$ cat src/rtl/fifo_wr_arbiter_if.sv
// -----------------------------------------------------------------------------
// fifo_wr_arbiter_if
// Groups the requester handshake bus and the FIFO write/status port used by
// fifo_wr_arbiter.
//
// Parameters: DWIDTH (data width), AWIDTH (FIFO address width), NREQ (requesters)
// Optional macro FIFO_WR_ARBITER_TAG_EN: widens fifo_data_o by $clog2(NREQ)
// bits to carry {src_index, data}.
//
// Handshake: a word moves from requester i when req_valid_i[i] && req_ready_o[i]
// are both high at a rising clock edge. A requester holds valid and data stable
// until accepted; ready may depend on valid.
//
// Modports:
//   master - the arbiter: consumes requests and FIFO status, drives ready,
//            the FIFO write port and grant.
//   slave  - the environment: requesters plus the FIFO.
// -----------------------------------------------------------------------------
interface fifo_wr_arbiter_if #(
  parameter int DWIDTH = 8,
  parameter int AWIDTH = 4,
  parameter int NREQ   = 4
);
  localparam int GW = (NREQ > 1) ? $clog2(NREQ) : 1;
`ifdef FIFO_WR_ARBITER_TAG_EN
  localparam int OWIDTH = DWIDTH + GW;
`else
  localparam int OWIDTH = DWIDTH;
`endif

  logic [NREQ-1:0]        req_valid_i;
  logic [NREQ-1:0]        req_last_i;
  logic [NREQ*DWIDTH-1:0] req_data_i;
  logic [NREQ-1:0]        req_ready_o;
  logic                   pkt_mode_i;
  logic                   fifo_wrreq_o;
  logic [OWIDTH-1:0]      fifo_data_o;
  logic                   fifo_full_i;
  logic [AWIDTH-1:0]      fifo_usedw_i;
  logic [GW-1:0]          grant_o;

  modport master (
    input  req_valid_i, req_last_i, req_data_i, pkt_mode_i,
    input  fifo_full_i, fifo_usedw_i,
    output req_ready_o, fifo_wrreq_o, fifo_data_o, grant_o
  );

  modport slave (
    output req_valid_i, req_last_i, req_data_i, pkt_mode_i,
    output fifo_full_i, fifo_usedw_i,
    input  req_ready_o, fifo_wrreq_o, fifo_data_o, grant_o
  );
endinterface

$ cat src/rtl/fifo_wr_arbiter.sv
// -----------------------------------------------------------------------------
// fifo_wr_arbiter
// Round-robin arbiter sharing the single write port of one single-clock FIFO
// among NREQ valid/ready requesters. The FIFO write request and data are
// registered (one cycle from accept to write edge). Acceptance is throttled on
// the FIFO fill level, counting the in-flight registered write, so a write is
// never issued into a full FIFO. Packet mode holds the grant on one requester
// until its last word.
//
// Ports:
//   clk_i    - clock
//   srst_i   - synchronous reset, active-high, highest priority
//   bus      - fifo_wr_arbiter_if.master: req_valid_i/req_last_i/req_data_i/
//              req_ready_o, pkt_mode_i, fifo_wrreq_o/fifo_data_o,
//              fifo_full_i/fifo_usedw_i, grant_o
//   state_o  - FSM state for observation (0 = IDLE, 1 = LOCKED)
//
// Optional macro FIFO_WR_ARBITER_TAG_EN: fifo_data_o = {src_index, data}.
// -----------------------------------------------------------------------------
module fifo_wr_arbiter #(
  parameter int DWIDTH = 8,
  parameter int AWIDTH = 4,
  parameter int NREQ   = 4
) (
  input  logic                   clk_i,
  input  logic                   srst_i,
  fifo_wr_arbiter_if.master      bus,
  output logic                   state_o
);
  localparam int GW = (NREQ > 1) ? $clog2(NREQ) : 1;
`ifdef FIFO_WR_ARBITER_TAG_EN
  localparam int OWIDTH = DWIDTH + GW;
`else
  localparam int OWIDTH = DWIDTH;
`endif
  localparam logic [AWIDTH:0]   FULL_FILL = (AWIDTH+1)'(2**AWIDTH);
  localparam logic [AWIDTH+1:0] DEPTH     = (AWIDTH+2)'(2**AWIDTH);

  // LOCKED also records that packet mode was sampled high when the lock began.
  typedef enum logic {IDLE = 1'b0, LOCKED = 1'b1} state_t;

  state_t            r_state;
  state_t            w_state_nxt;
  logic [GW-1:0]     r_rr_ptr;
  logic [GW-1:0]     r_lock_idx;
  logic [GW-1:0]     w_lock_nxt;
  logic              r_wrreq;
  logic [OWIDTH-1:0] r_data;
  logic [GW-1:0]     r_grant;

  logic [AWIDTH:0]   w_fill;
  logic [AWIDTH+1:0] w_sum;
  logic              w_space_ok;
  logic [GW-1:0]     w_sel;
  logic [GW-1:0]     w_cand;
  logic [NREQ-1:0]   w_ready;
  logic              w_xfer;
  logic [DWIDTH-1:0] w_din;
  logic [OWIDTH-1:0] w_wdata;

  // usedw wraps to 0 when full, so full is folded back in as 2**AWIDTH.
  // Concurrent reads are ignored: freed space is seen one cycle later.
  always_comb begin
    w_fill     = bus.fifo_full_i ? FULL_FILL : {1'b0, bus.fifo_usedw_i};
    w_sum      = {1'b0, w_fill} + {{(AWIDTH+1){1'b0}}, r_wrreq};
    w_space_ok = (w_sum < DEPTH);
  end

  // Selection: scan from rr_ptr+NREQ down to rr_ptr+1 so the last hit, the
  // nearest one after rr_ptr, wins. LOCKED pins the selection to lock_idx.
  always_comb begin
    w_sel  = r_rr_ptr;
    w_cand = '0;
    if (r_state == LOCKED) begin
      w_sel = r_lock_idx;
    end else begin
      for (int k = NREQ; k >= 1; k--) begin
        w_cand = GW'((int'(r_rr_ptr) + k) % NREQ);
        if (bus.req_valid_i[w_cand]) w_sel = w_cand;
      end
    end
  end

  always_comb begin
    w_ready = '0;
    if (w_space_ok && bus.req_valid_i[w_sel]) w_ready[w_sel] = 1'b1;
    w_xfer = |w_ready;
  end

  always_comb begin
    w_din = '0;
    for (int i = 0; i < NREQ; i++) begin
      if (w_sel == GW'(i)) w_din = bus.req_data_i[i*DWIDTH +: DWIDTH];
    end
`ifdef FIFO_WR_ARBITER_TAG_EN
    w_wdata = {w_sel, w_din};
`else
    w_wdata = w_din;
`endif
  end

  // FSM next state
  always_comb begin
    w_state_nxt = r_state;
    w_lock_nxt  = r_lock_idx;
    case (r_state)
      IDLE: begin
        if (w_xfer && bus.pkt_mode_i && !bus.req_last_i[w_sel]) begin
          w_state_nxt = LOCKED;
          w_lock_nxt  = w_sel;
        end
      end
      LOCKED: begin
        if (w_xfer && bus.req_last_i[w_sel]) w_state_nxt = IDLE;
      end
      default: w_state_nxt = IDLE;
    endcase
  end

  always_ff @(posedge clk_i) begin
    if (srst_i) begin
      r_state    <= IDLE;
      r_lock_idx <= '0;
      r_rr_ptr   <= GW'(NREQ - 1);
      r_wrreq    <= 1'b0;
      r_data     <= '0;
      r_grant    <= '0;
    end else begin
      r_state    <= w_state_nxt;
      r_lock_idx <= w_lock_nxt;
      r_wrreq    <= w_xfer;
      if (w_xfer) begin
        r_data   <= w_wdata;
        r_grant  <= w_sel;
        r_rr_ptr <= w_sel;
      end
    end
  end

  assign bus.req_ready_o  = w_ready;
  assign bus.fifo_wrreq_o = r_wrreq;
  assign bus.fifo_data_o  = r_data;
  assign bus.grant_o      = r_grant;
  assign state_o          = (r_state == LOCKED);
endmodule

$ cat src/flat_wrapper.sv
// flat-port wrapper written by rule: the top's interface ports become plain ports
module fifo_wr_arbiter_flat 
#(
  parameter int DWIDTH = 8,
  parameter int AWIDTH = 4,
  parameter int NREQ   = 4
)
  (clk_i, srst_i, state_o, bus_req_valid_i, bus_req_last_i, bus_req_data_i, bus_pkt_mode_i, bus_fifo_full_i, bus_fifo_usedw_i, bus_req_ready_o, bus_fifo_wrreq_o, bus_fifo_data_o, bus_grant_o);
  fifo_wr_arbiter_if #(.DWIDTH(DWIDTH), .AWIDTH(AWIDTH), .NREQ(NREQ)) bus_i ();
  input  logic clk_i;
  input  logic srst_i;
  output logic state_o;
  input wire logic [$bits(bus_i.req_valid_i)-1:0] bus_req_valid_i;
  input wire logic [$bits(bus_i.req_last_i)-1:0] bus_req_last_i;
  input wire logic [$bits(bus_i.req_data_i)-1:0] bus_req_data_i;
  input wire logic [$bits(bus_i.pkt_mode_i)-1:0] bus_pkt_mode_i;
  input wire logic [$bits(bus_i.fifo_full_i)-1:0] bus_fifo_full_i;
  input wire logic [$bits(bus_i.fifo_usedw_i)-1:0] bus_fifo_usedw_i;
  output wire logic [$bits(bus_i.req_ready_o)-1:0] bus_req_ready_o;
  output wire logic [$bits(bus_i.fifo_wrreq_o)-1:0] bus_fifo_wrreq_o;
  output wire logic [$bits(bus_i.fifo_data_o)-1:0] bus_fifo_data_o;
  output wire logic [$bits(bus_i.grant_o)-1:0] bus_grant_o;
  assign bus_i.req_valid_i = bus_req_valid_i;
  assign bus_i.req_last_i = bus_req_last_i;
  assign bus_i.req_data_i = bus_req_data_i;
  assign bus_i.pkt_mode_i = bus_pkt_mode_i;
  assign bus_i.fifo_full_i = bus_fifo_full_i;
  assign bus_i.fifo_usedw_i = bus_fifo_usedw_i;
  assign bus_req_ready_o = bus_i.req_ready_o;
  assign bus_fifo_wrreq_o = bus_i.fifo_wrreq_o;
  assign bus_fifo_data_o = bus_i.fifo_data_o;
  assign bus_grant_o = bus_i.grant_o;
  fifo_wr_arbiter #(.DWIDTH(DWIDTH), .AWIDTH(AWIDTH), .NREQ(NREQ)) u_core (.clk_i(clk_i), .srst_i(srst_i), .bus(bus_i), .state_o(state_o));
endmodule
$ cat config.mk
export PLATFORM = sky130hd
export DESIGN_NAME = fifo_wr_arbiter_flat
export DESIGN_NICKNAME = d
export VERILOG_FILES = /design/src/rtl/fifo_wr_arbiter_if.sv /design/src/rtl/fifo_wr_arbiter.sv /design/src/flat_wrapper.sv
export SDC_FILE = /design/constraint.sdc
export NUM_CORES = 1
export LEC_CHECK = 0
export ABC_AREA = 1
export CORE_UTILIZATION = 30
export DETAILED_ROUTE_END_ITERATION = 8
export PLACE_DENSITY_LB_ADDON = 0.05
export SLEW_MARGIN = 20
export SYNTH_ARGS = -nofsm -noshare
export SYNTH_HDL_FRONTEND = slang
export SYNTH_SLANG_ARGS = --single-unit
$ cat constraint.sdc
create_clock -name clk_i -period 2.5 [get_ports clk_i]
set_input_delay 0.5 -clock clk_i [delete_from_list [all_inputs] [get_ports clk_i]]
set_output_delay 0.5 -clock clk_i [all_outputs]
set_load 0.01 [all_outputs]
==> results.md <==
- Compound-gate portion of the synthesized area: 0.144
- Avg Cell Area, Syn: between 6 and 7 um^2
- Pre-antenna DRT Iters: 4
- WS Path Type: register to output pin
- Yosys warning total: 0
- Ratio of cells with drive above 1 in the final layout: 0.359
- Initial DRC count: between 50 and 60
- Buffers on Ports: 63
- Vias in the first global route: 1517
- DR vias: 1590
- CP dominant cell by count: nand2_2
- Crit Reg-Reg Startpoint: u_core.r_rr_ptr[0]$_SDFFE_PP1N_
- Cts hold-fix bufs: 0
- Area share of fa/ha/maj cells after synthesis: 0
- Tmin final: about 2.7 ns
- Worst-skew pair later-pin latency: 0.25 ns
- Grt total ovfl: 0
- Clock buffer depth: 2
- Fmax: 377 MHz
- Reg2reg setup slack: approximately 0.23 ns
- Core ar.: 3720 um^2
- Area share of the largest cell type after synthesis: 0.272
- Final setup violation count: 4
- Fin util: 0.642
- Die Area: around 4200 um^2
- Worst-path cell chain: inv_12, nand2_2, nand2_2, nand2_1, nand2_1, nand2_2, nand2_2, nand2_2, nand3_4, nand2_4, nand3_2, nand2_1, nor2_2, nor2_2, buf_4, nand2_2, nor2_1, buf_2
- Total Wirelength: 3990 um
- Delay of the slowest cell on the worst path: 0.44 ns
- Largest family of logic cells by synthesized area: simple AND/OR/NAND/NOR gates
- Outcome: finished, violations left
- CTS Sinks: 16
- Hold WS: between 0.4 and 0.5 ns
- First-pass GRT wire length: 6580 um
- N_diodes: 0
- DR WL/cell: between 10 and 15 um
- Reg-to-reg endpoint: u_core.r_lock_idx[1]$_SDFFE_PP0P_
- Synth Register Bits: 16
- Crit end category: output pin
- R2R cell count: 18
- Synth cell count leaders: nand2_1, nand3_1, a21oi_1, dfxtp_1, inv_1
- Arrival time at the worst endpoint: 2.15 ns
- Drt via density: 4.56
- Area post-placement: just over 2000 um^2
- Largest cells by area after synthesis: dfxtp_1, nand2_1, nand3_1
- Most frequent cell after synthesis: nand2_1
- Post-synthesis sequential area ratio: 0.272
- Cell count after synthesis: 195
- Synth Area in Simple Gates: 0.486
- Fin nets: 350
- RD Place Congestion: 0.793
- Post-route clock period utilization: 1.06
- Failing checks: negative setup slack
- Global Route Usage Sum: 0.201
- Number of flops mapped to enable cells by yosys: 0
- Layout area overhead: 102%
- Initial antenna violation count: 0
- CTS Buf Count: 3
- RSZ-0062 raised after global routing: true
- Clk_skew: 0.00113 ns
- Yosys cell types: 26
- Mux contribution to synthesized area: 0
- H-tree depth: 1
- ANT nets after route: 0
- CP Buf/Inv Count: 3
- Hold Vio Cnt, Final: 0
- Cell Area, Synth: 1180 um^2
- Placed cells: 332
- Yosys top cell by area: dfxtp_1
- Maximum vdd drop: ~0.53 mV
- Worst Path Required: 2.00 ns
- Clk root buf: clkbuf_8
- Fraction of registers with async set/reset: 0
- Top FF cell, synth: dfxtp_1
- Largest net degree at the start of global routing: 16
- Drt drc: 0
- CTS tree: done
- Post-DP HPWL: 2850 um
- DIE WIDTH: 64.7 um
- Synth Net Count: 243
- DIE HEIGHT: 64.7 um
- Post-Synth XOR/XNOR Area: 0
- Hold WC Path Type: register to register
- Worst-margin pin slew: 0.376 ns
- Final WS setup: -0.153 ns
- # IOs: 64
- CP top delay family: simple AND/OR/NAND/NOR gates
- Worst relative slew slack: 0.749
- Post-route cell area: 2390 um^2
- Clock-pin slew on the worst setup and hold paths: 0.07 ns
- Hold path startpoint: u_core.bus.grant_o[0]$_SDFFE_PP0N_
- Hold path cells: 2
- Hold Path Sink: u_core.bus.grant_o[0]$_SDFFE_PP0N_
- PD cells: 1210 nW/um^2
- Critical Path Fanout Max: 8
- Rows: 22
- Final Max Slew Viols: 0
- Startpoint class of the critical path: register
- Starting Density: 0.317
- Critical-path top delay cell: dfxtp_4
- Tot Pwr: 2.88 mW
- Post-route insts no fill: 349
- Maxcap violations: 0
- Lkg Pwr: 1.14 nW
routing by layer:
| metal | GRT usage | wire (um) | up-vias |
|---|---|---|---|
| li1 | - | - | 848 |
| met1 | 0.251 | 1830 | 701 |
| met2 | 0.354 | 1960 | 37 |
| met3 | 0.0335 | 170 | 4 |
| met4 | 0.0500 | 30 | 0 |
| met5 | 0 | 0 | - |
cells in the final DEF, fill, tap and decap left out, types with 4 or more instances in the layout:
master and n:
a21oi_1 18, buf_2 6, buf_4 41, clkbuf_8 4, clkdlybuf4s50_1 55, dfxtp_1 15
inv_1 13, inv_2 4, nand2_1 54, nand2_2 12, nand2_4 10, nand3_1 13
nand3_2 5, nand4_1 4, nor2_1 9, nor2_2 9, o21ai_0 7
how the worst max path moves through the flow:
stage	from	end	slack (ns)	cells past startpoint
6_report	u_core.r_rr_ptr[0]$_SDFFE_PP1N_	bus_req_ready_o[2]	-0.15	18
5_1_grt	u_core.r_rr_ptr[0]$_SDFFE_PP1N_	bus_req_ready_o[1]	-0.29	18
4_1_cts	u_core.r_rr_ptr[0]$_SDFFE_PP1N_	bus_req_ready_o[3]	-0.14	16
3_5_place_dp	bus_req_valid_i[3]	bus_req_ready_o[3]	-0.90	18
3_3_place_gp	bus_req_valid_i[3]	bus_req_ready_o[1]	-0.85	18
2_1_floorplan	bus_req_valid_i[0]	bus_req_ready_o[0]	0.14	16
through the flow:
stage	TNS (ns)	setup WS [ns]
floorplan	0	0.137
global placement	-5.44	-0.854
detailed placement	-5.66	-0.901
CTS	-0.456	-0.141
global route	-1.11	-0.291
finish	-0.503	-0.153
worst register-to-register path: stages, from the launching register on:
cell	delay, ns
dfxtp_4	0.44
inv_12	0.08
nand2_2	0.06
nand2_2	0.07
nand2_1	0.06
nand2_1	0.07
nand2_2	0.09
nand3_2	0.08
nand3_4	0.12
nand2_4	0.09
buf_4	0.15
buf_4	0.12
buf_4	0.12
nand3_1	0.05
nand2_1	0.07
nor2_2	0.16
nand4_2	0.13
and2_0	0.16
nor2_1	0.09
area by class of cell:
| cell class | count | area, um^2 |
|---|---|---|
| multi-input combinational | 156 | 928 |
| timing repair buffer | 107 | 938 |
| sequential | 16 | 324 |
| tap | 48 | 60.1 |
| fill | 342 | 1330 |
| inverter | 18 | 80.1 |
| clock buffer | 4 | 55.1 |
timing repair:
action / 4_1_cts / 5_1_grt
pin swaps: 20 / 25
endpoints found under the setup margin: 4 / 11
gates resized for setup: 53 / 31
setup buffers: 10 / 5
power breakdown:
group / switching (mW) / internal (mW) / leakage [nW] / total [mW]
Clock: 0.0938 / 0.140 / 0.0288 / 0.233
Sequential: 0.0573 / 0.337 / 0.131 / 0.394
Combinational: 1.15 / 1.10 / 0.984 / 2.25
sequential cells by signal (all words and copies together) (netlist names):
name                     cells
u_core.bus.fifo_wrreq_o      1
u_core.bus.grant_o           2
u_core.state_o               1
u_core.bus.fifo_data_o       8
u_core.r_rr_ptr              2
u_core.r_lock_idx            2
logic make-up after synthesis:
kind of cell	after synthesis
and+or+nand+nor	126
AOI/OAI and AO/OA	30
buffers and inverters	23
DFF	16
(Power assumes the default switching activity.)
